### src/rtl/uart_tx_cfg.sv
// UART transmitter with compile-time frame format. Define UART_TX_CFG_FIFO_EN to add a transmit FIFO.
// states: IDLE line high, waiting | START low bit | DATA payload LSB first | PAR parity | STOP high bit(s)
module uart_tx_cfg #(
    parameter int CLKS_PER_BIT = 434,
    parameter int DATA_BITS    = 8,
    parameter int PARITY       = 0,
    parameter int STOP_BITS    = 1,
    parameter int FIFO_DEPTH   = 8
) (
    input  logic                        clk,
    input  logic                        rst_n,
    input  logic [DATA_BITS-1:0]        data_to_send,
    input  logic                        valid,
    output logic                        ready,
    output logic                        tx,
    output logic                        busy,
    output logic [$clog2(FIFO_DEPTH):0] level
);

    localparam int CNT_W = $clog2(CLKS_PER_BIT);
    localparam int BIT_W = $clog2(DATA_BITS);

    typedef enum logic [2:0] {
        IDLE  = 3'd0,
        START = 3'd1,
        DATA  = 3'd2,
        PAR   = 3'd3,
        STOP  = 3'd4
    } state_t;

    state_t state, state_next;

    logic [CNT_W-1:0]     clk_cnt;
    logic [BIT_W-1:0]     bit_idx;
    logic                 stop_idx;
    logic [DATA_BITS-1:0] shreg;
    logic [DATA_BITS-1:0] load_data;
    logic                 par_bit;
    logic                 rdy_en;
    logic                 bit_end;
    logic                 last_data;
    logic                 last_stop;
    logic                 avail;
    logic                 load;

    assign bit_end   = (clk_cnt == CNT_W'(CLKS_PER_BIT - 1));
    assign last_data = (bit_idx == BIT_W'(DATA_BITS - 1));
    assign last_stop = (STOP_BITS == 2) ? stop_idx : 1'b1;
    assign load      = (state_next == START) && (state != START);

`ifdef UART_TX_CFG_FIFO_EN
    localparam int ADDR_W = $clog2(FIFO_DEPTH);
    localparam int LVL_W  = $clog2(FIFO_DEPTH) + 1;

    logic [DATA_BITS-1:0] mem [FIFO_DEPTH];
    logic [ADDR_W-1:0]    wr_ptr;
    logic [ADDR_W-1:0]    rd_ptr;
    logic [LVL_W-1:0]     count;
    logic                 push;

    assign ready     = rdy_en && (count != LVL_W'(FIFO_DEPTH));
    assign push      = valid && ready;
    assign avail     = (count != '0);
    assign load_data = mem[rd_ptr];
    assign level     = count;

    // storage has no reset; pointers and count alone define what is valid
    always_ff @(posedge clk) begin
        if (push) mem[wr_ptr] <= data_to_send;
    end

    always_ff @(posedge clk or negedge rst_n) begin
        if (!rst_n) begin
            wr_ptr <= '0;
            rd_ptr <= '0;
            count  <= '0;
        end else begin
            if (push) wr_ptr <= wr_ptr + 1'b1;
            if (load) rd_ptr <= rd_ptr + 1'b1;
            case ({push, load})
                2'b10:   count <= count + 1'b1;
                2'b01:   count <= count - 1'b1;
                default: count <= count;
            endcase
        end
    end
`else
    assign ready     = rdy_en && (state == IDLE);
    assign avail     = valid && ready;
    assign load_data = data_to_send;
    assign level     = '0;
`endif

    always_ff @(posedge clk or negedge rst_n) begin
        if (!rst_n) state <= IDLE;
        else        state <= state_next;
    end

    always_comb begin
        state_next = state;
        case (state)
            IDLE:  if (avail) state_next = START;
            START: if (bit_end) state_next = DATA;
            DATA:  if (bit_end && last_data) state_next = (PARITY != 0) ? PAR : STOP;
            PAR:   if (bit_end) state_next = STOP;
            STOP: begin
                if (bit_end && last_stop) begin
`ifdef UART_TX_CFG_FIFO_EN
                    state_next = avail ? START : IDLE;
`else
                    state_next = IDLE;
`endif
                end
            end
            default: state_next = IDLE;
        endcase
    end

    always_comb begin
        tx   = 1'b1;
        busy = (state != IDLE);
        case (state)
            START:   tx = 1'b0;
            DATA:    tx = shreg[0];
            PAR:     tx = par_bit;
            default: tx = 1'b1;
        endcase
    end

    always_ff @(posedge clk or negedge rst_n) begin
        if (!rst_n) begin
            rdy_en   <= 1'b0;
            clk_cnt  <= '0;
            bit_idx  <= '0;
            stop_idx <= 1'b0;
            shreg    <= '0;
            par_bit  <= 1'b0;
        end else begin
            rdy_en <= 1'b1;

            if (state == IDLE || bit_end) clk_cnt <= '0;
            else                          clk_cnt <= clk_cnt + 1'b1;

            if (state != DATA) bit_idx <= '0;
            else if (bit_end)  bit_idx <= bit_idx + 1'b1;

            if (state != STOP) stop_idx <= 1'b0;
            else if (bit_end)  stop_idx <= ~stop_idx;

            // payload and its parity are captured once so mid-frame input changes are ignored
            if (load) begin
                shreg   <= load_data;
                par_bit <= (^load_data) ^ (PARITY == 1);
            end else if (state == DATA && bit_end) begin
                shreg <= shreg >> 1;
            end
        end
    end

endmodule

### config.mk
export PLATFORM = sky130hd
export DESIGN_NAME = uart_tx_cfg
export DESIGN_NICKNAME = d
export VERILOG_FILES = /design/src/rtl/uart_tx_cfg.sv
export SDC_FILE = /design/constraint.sdc
export NUM_CORES = 1
export LEC_CHECK = 0
export ABC_CLOCK_PERIOD_IN_PS = 1500
export BUFFER_PORTS_ARGS = -buffer_cell sky130_fd_sc_hd__clkbuf_2
export CAP_MARGIN = 0
export CELL_PAD_IN_SITES_DETAIL_PLACEMENT = 0
export CELL_PAD_IN_SITES_GLOBAL_PLACEMENT = 1
export CORE_MARGIN = 5
export CORE_UTILIZATION = 30
export DETAILED_ROUTE_END_ITERATION = 8
export PLACE_DENSITY = 0.65
export SLEW_MARGIN = 25
export SYNTH_ARGS = -nofsm -noshare
export SYNTH_HDL_FRONTEND = slang
export SYNTH_SLANG_ARGS = --single-unit
### constraint.sdc
create_clock -name clk -period 1.5 [get_ports clk]
set_input_delay 0.3 -clock clk [delete_from_list [all_inputs] [get_ports clk]]
set_output_delay 0.3 -clock clk [all_outputs]
set_load 0.01 [all_outputs]
==> results of run 1 <==
[cells in the final DEF (no fill, tap or decap), types with 2 or more instances in the layout]
master,n
nor2_1,24
dfrtp_1,22
xnor2_1,13
clkbuf_2,12
buf_4,12
mux2i_1,9
a21oi_1,8
conb_1,5
inv_1,4
nand2_1,4
nand3_1,4
ha_1,4
o21ai_1,3
clkbuf_8,3
dfrtp_2,3
nand2b_1,2
nand4_1,2
xor2_1,2
[how the worst min path moves through the flow]
stage | startpoint | end | cells after the start
2_1_floorplan | rst_n | bit_idx[0] | 0
3_3_place_gp | rst_n | clk_cnt[5] | 1
3_5_place_dp | rst_n | clk_cnt[5] | 1
4_1_cts | rst_n | shreg[3] | 1
5_1_grt | rst_n | shreg[7] | 1
6_report | rst_n | shreg[3] | 1
[Yosys cell counts]
| cell | count | share of area |
|---|---|---|
| o22ai_1 | 1 | 0.0047 |
| nand3_1 | 4 | 0.015 |
| nor3_1 | 1 | 0.0037 |
| xor2_1 | 2 | 0.013 |
| nor2_1 | 24 | 0.067 |
| and3b_1 | 1 | 0.0065 |
| o21ai_0 | 1 | 0.0037 |
| dfrtp_1 | 25 | 0.47 |
| and2_1 | 1 | 0.0047 |
| and4b_1 | 1 | 0.0075 |
| ha_1 | 4 | 0.037 |
| nand4_1 | 2 | 0.0093 |
| o21ai_2 | 1 | 0.0065 |
| nand3b_1 | 1 | 0.0056 |
| nand4b_1 | 1 | 0.0065 |
| nand2_1 | 4 | 0.011 |
| xnor2_1 | 13 | 0.085 |
| conb_1 | 2 | 0.0056 |
| and3_1 | 1 | 0.0047 |
| buf_6 | 3 | 0.025 |
| buf_4 | 5 | 0.028 |
| o21ai_1 | 3 | 0.011 |
| inv_1 | 5 | 0.014 |
| mux2i_1 | 9 | 0.067 |
| a311o_1 | 1 | 0.0075 |
| nand2_2 | 1 | 0.0047 |
| a21oi_1 | 9 | 0.034 |
| nor3b_2 | 1 | 0.0093 |
| nor3_2 | 1 | 0.0075 |
| nand2b_1 | 2 | 0.0093 |
| nand3_4 | 1 | 0.013 |
| or2_2 | 1 | 0.0047 |
[final cells by class]
cell class	count	area, um2	area share
multi-input cells	97	651.9	0.4132
flip-flops and latches	25	629.4	0.3989
repair buffers	26	166.4	0.1055
well taps	52	65.06	0.04124
clock buffers	3	41.29	0.02617
inverters	5	18.77	0.01190
clock inverters	1	5.005	0.003172
[per-stage QoR]
step,hold WS (ns),util,power (W)
final,0.03030,0.3624,0.001148
after global routing,0.08126,0.3624,0.001203
after CTS,0.05241,0.3592,0.001172
after detailed placement,0.3549,0.3342,0.0007614
after global placement,0.3434,0.3342,0.0007604
after floorplan,0.004409,-,0.0007340
[registers in the layout, indices dropped and copies added, names as in the netlist]
name / cells
clk_cnt: 9
shreg: 8
bit_idx: 3
state: 3
par_bit: 1
rdy_en: 1
[power groups by stage]
stage               Clock, W  Combinational (W)  Sequential, W
floorplan                  0          0.0000446       0.000689
global placement           0          0.0000710       0.000689
detailed placement         0          0.0000719       0.000689
finish              0.000402          0.0000703       0.000676
global route        0.000448          0.0000788       0.000676
CTS                 0.000424          0.0000721       0.000676
[per-layer routing]
| metal | wire length [um] | global-route usage |
|---|---|---|
| met5 | 0 | 0 |
| met4 | 54 | 0.06119 |
| met3 | 57 | 0.01756 |
| met2 | 1335 | 0.1562 |
| met1 | 1089 | 0.1097 |
[worst max-delay path, delay by kind of cell (launching register included)]
family                 cells  cell delay, ns
buffers and inverters      1            0.12
DFF                        1            0.46
and+or+nand+nor            2            0.34
[what timing repair did]
| item | in CTS | in global routing |
|---|---|---|
| buffers inserted | 6 | 1 |
| gates resized for setup | 6 | 4 |
| endpoints found under the hold margin | 0 | 0 |
| setup endpoints to repair | 11 | 23 |
| pin swaps | 4 | 13 |
[cells by family after synthesis]
kind of cell,count (synthesis),synth area share
and+or+nand+nor,48,0.1905
DFF,25,0.4669
AOI/OAI and AO/OA,16,0.06722
xor gates and xnor gates,15,0.09804
buffers and inverters,13,0.06723
muxes,9,0.06723
adders and majority gates,4,0.03735
other,2,0.005604
==> results_dict.tcl, run 1 <==
set metrics [dict create \
    io_pins 18 \
    cpPeakStageDelay_ns 0.46 \
    crit_slowest_cell "dfrtp_2" \
    p_sw_frac 0.2240 \
    maxCapViolCount 0 \
    placed_cells 198 \
    fin_crit_ns 1.486 \
    p_seq_frac 0.589 \
    r2r-start "state[0]" \
    ant_nets 0 \
    place_area_mm2 0.001455 \
    drtPass1Iterations 6 \
    cts.path.max_buffers 2 \
    viasPerCell 4.555 \
    switching_power_w 0.0002570 \
    fillers 448 \
    rrSetupSlack_ns 0.08 \
    end_kind "output pin" \
    chipWidth_um 76.84 \
    worstHoldPathType "input port to asynchronous set/reset pin" \
    r2r_end "shreg[0]" \
    postCtsHoldBufs 0 \
    cts_tree "built" \
    gp_congestion 0.7714 \
    grt_pass1_wl_mm 4.519 \
    post-route-drc-count 0 \
    fp.dieH_um 76.84 \
    worst_pin_slew_ns 0.6269 \
    path_cells "nor3_4 > and2_1 > buf_2" \
    ys_ff_latch 25 \
    irDropWorstVdd_uv 265.9 \
    path_class "register to output pin" \
    syn_area_mm2 0.001340 \
    wirelength_mm 2.537 \
    std_cell_rows 24 \
    critPathRequiredTime_ns 1.20 \
    area_delta_synth_final_pct 17.74 \
    port_buffers 13 \
    crit_path_start "state[0]" \
    p_comb_frac 0.061 \
    rsz0062_at_grt "true" \
    vias 952 \
    dieArea_mm2 0.005904 \
    start_kind "register" \
    ff2ff_path_depth 6 \
    grt_pass1_vias 998 \
    synthCells 132 \
    cp_data_arrival_time_ns 1.19 \
    cts_root_buf "clkbuf_8" \
    clock_skew_ns 0.005285 \
    dpl_worst_slack_ns -0.003538 \
    grt.overflow.total 0 \
    synth_seq_area_share 0.4669 \
    setup_viol 0 \
    syn_avg_cell_area_um2 10.15 \
    synth_warnings 0 \
    slew_viol_final 0 \
    relSlewSlack 0.5821 \
    cts_made_buffers 3 \
    core_mm2 0.004354 \
    grt_start_max_net_pins 26 \
    synth_cell_types 32 \
    worst_slack_ns 0.01444 \
    power_density_mw_per_mm2 727.5 \
    path_max_fanout 4 \
    fin_setup_tns_ns 0 \
    post-route-period-util 0.9904 \
    nets 173 \
    initial_core_util 0.3078 \
    num_antenna_cells 0 \
    finalHoldViolations 0 \
    p_leak_nw 0.7350 \
    fmax_mhz 673.1 \
    h-tree-depth 1 \
    clkSinkCount 25 \
    drive_gt1_frac 0.2675 \
    final_cells 209 \
    dp_hpwl_mm 1.821 \
    internal-power_w 0.0008907 \
    drt_iter0_drc 16 \
    status "finished, final reports clean" \
    clk_pin_slew_ns 0.09 \
    fin_area_mm2 0.001578 \
    setup.worst_path.end "ready" \
    antenna_found_initial 0 \
    globalRouteTotalUtil 0.09413 \
    pwr-share-clk 0.350 \
    wl_per_cell_um 12.14 \
    clk_latency_ns 0.27 \
]
No activity file was read; power rests on OpenSTA's default activity.
==> run 2: changes to the inputs <==
--- a/config.mk
+++ b/config.mk
@@ -5,7 +5,7 @@
 export SDC_FILE = /design/constraint.sdc
 export NUM_CORES = 1
 export LEC_CHECK = 0
-export ABC_CLOCK_PERIOD_IN_PS = 1500
+export ABC_CLOCK_PERIOD_IN_PS = 1600
 export BUFFER_PORTS_ARGS = -buffer_cell sky130_fd_sc_hd__clkbuf_2
 export CAP_MARGIN = 0
 export CELL_PAD_IN_SITES_DETAIL_PLACEMENT = 0
@@ -13,7 +13,7 @@
 export CORE_MARGIN = 5
 export CORE_UTILIZATION = 30
 export DETAILED_ROUTE_END_ITERATION = 8
-export PLACE_DENSITY = 0.65
+export PLACE_DENSITY = 0.63
 export SLEW_MARGIN = 25
 export SYNTH_ARGS = -nofsm -noshare
 export SYNTH_HDL_FRONTEND = slang
==> constraint.sdc (replaced) <==
create_clock -name clk -period 1.6 [get_ports clk]
set_input_delay 0.32 -clock clk [delete_from_list [all_inputs] [get_ports clk]]
set_output_delay 0.32 -clock clk [all_outputs]
set_load 0.01 [all_outputs]
==> results_dict.tcl, run 2 (synthesis gave the netlist of run 1 again) <==
set metrics [dict create \
    final_common_cell "nor2_1" \
    drive_gt1_frac 0.2368 \
    wirelength_mm 2.444 \
    final_cells 204 \
    nets 168 \
    dieArea_mm2 0.005904 \
    viasPerCell 4.578 \
    globalRouteTotalUtil 0.08913 \
    path_cells "buf_6 > a311o_1 > buf_2" \
    power_density_mw_per_mm2 697.0 \
    core_mm2 0.004354 \
    antenna_found_initial 0 \
    start_kind "register" \
    cts_tree "built" \
    wl_per_cell_um 11.98 \
    grt_pass1_vias 981 \
    relSlewSlack 0.5849 \
    drt_iter0_drc 35 \
    fmax_mhz 633.7 \
    critPathRequiredTime_ns 1.28 \
    std_cell_rows 24 \
    port_buffers 13 \
    grt_start_max_net_pins 26 \
    path_max_fanout 4 \
    vias 934 \
    setup_viol 0 \
    clk_pin_slew_ns 0.09 \
    initial_core_util 0.3078 \
    grt_pass1_wl_mm 4.319 \
    reg.largest.list "clk_cnt x9, shreg x8" \
    rrSetupSlack_ns 0.10 \
    io_pins 18 \
    chipWidth_um 76.84 \
    cp_data_arrival_time_ns 1.26 \
    cts.path.max_buffers 2 \
    dp_hpwl_mm 1.775 \
    largest_reg_flops 9 \
    placed_cells 195 \
    irDropWorstVdd_uv 260.8 \
    h-tree-depth 1 \
    worst_pin_slew_ns 0.6227 \
    finalHoldViolations 0 \
    drtPass1Iterations 4 \
    fp.dieH_um 76.84 \
    maxCapViolCount 0 \
    area_delta_synth_final_pct 15.50 \
    clock_skew_ns 0.006643 \
    grt.overflow.total 0 \
    num_antenna_cells 0 \
    mostFrequentLayoutCells "24 x nor2_1, 22 x dfrtp_1, 13 x xnor2_1" \
    post-route-drc-count 0 \
    fin_setup_tns_ns 0 \
    worstHoldPathType "input port to asynchronous set/reset pin" \
    cts_made_buffers 3 \
    path_class "register to output pin" \
    crit_slowest_cell "dfrtp_2" \
    fin_crit_ns 1.578 \
    clk_latency_ns 0.27 \
    post-route-period-util 0.9862 \
    gp_congestion 0.7362 \
    end_kind "output pin" \
    cpPeakStageDelay_ns 0.47 \
    ant_nets 0 \
    rsz0062_at_grt "true" \
    largest-register "clk_cnt" \
    clkSinkCount 25 \
    status "finished, final reports clean" \
    slew_viol_final 0 \
    cts_root_buf "clkbuf_8" \
    p_leak_nw 0.7119 \
]
-- run 2: changes by cell type in the layout (fill, tap and decap cells not counted) --
| cell | before | now |
|---|---|---|
| and2_4 | 0 | 1 |
| clkinvlp_4 | 0 | 1 |
| inv_2 | 1 | 0 |
| and3b_1 | 0 | 1 |
| buf_6 | 1 | 2 |
| clkinv_2 | 1 | 0 |
| inv_1 | 4 | 5 |
| and2_1 | 1 | 0 |
| and3b_2 | 1 | 0 |
| buf_4 | 12 | 6 |
-- run 2: per-layer routing --
metal | vias up | part of all wire | track usage
li1 | 470 | - | -
met1 | 448 | 0.45 | 0.1095
met2 | 14 | 0.51 | 0.1460
met3 | 2 | 0.024 | 0.01405
met4 | 0 | 0.011 | 0.05245
met5 | - | 0 | 0
-- run 2: critical path, delay by kind of cell (launching register included) --
family | cells | cell delay [ns]
flops | 1 | 0.47
buf+inv | 2 | 0.28
compound gates | 1 | 0.24
-- run 2: per-stage QoR --
step / total power, W / util / setup WS, ns / hold slack, ns / instance area [um2]
global placement: 0.0007137 / 0.3290 / 0.1322 / 0.3689 / 1433
floorplan: 0.0006881 / - / 0.1953 / 0.02441 / 1351
global route: 0.001133 / 0.3555 / -0.02618 / 0.08895 / 1548
detailed placement: 0.0007150 / 0.3290 / 0.1084 / 0.3716 / 1433
CTS: 0.001112 / 0.3491 / 0.0001589 / 0.06385 / 1520
finish: 0.001079 / 0.3555 / 0.02201 / 0.04911 / 1548
-- run 2: worst paths after layout --
kind,endpoint,cells past startpoint,from
max in group asynchronous,state[0],1,rst_n
min,clk_cnt[2],1,rst_n
max,tx,3,state[0]
min reg2reg,par_bit,2,par_bit
max reg2reg,state[1],6,clk_cnt[1]
min in group clk,shreg[7],3,data_to_send[7]
-- run 2: timing repair --
item,4_1_cts,5_1_grt
gates resized for setup,3,7
setup endpoints to repair,3,12
pin swaps,1,4
hold buffers,0,0
buffers inserted,4,1
-- run 2: area by class of cell --
type,instances,area (um2)
repair buffers,21,132.6
clock buffers,3,41.29
multi-input cells,97,653.1
well taps,52,65.06
clock inverters,1,7.507
fillers,449,2806
flip-flops and latches,25,629.4
inverters,5,18.77
-- run 2: where the power goes --
part | switching [W] | internal (W) | total [W]
logic | 0.0000385 | 0.0000283 | 0.0000668
clock network | 0.000202 | 0.000176 | 0.000378
registers | 0.00000123 | 0.000632 | 0.000634
total | 0.000242 | 0.000837 | 0.00108
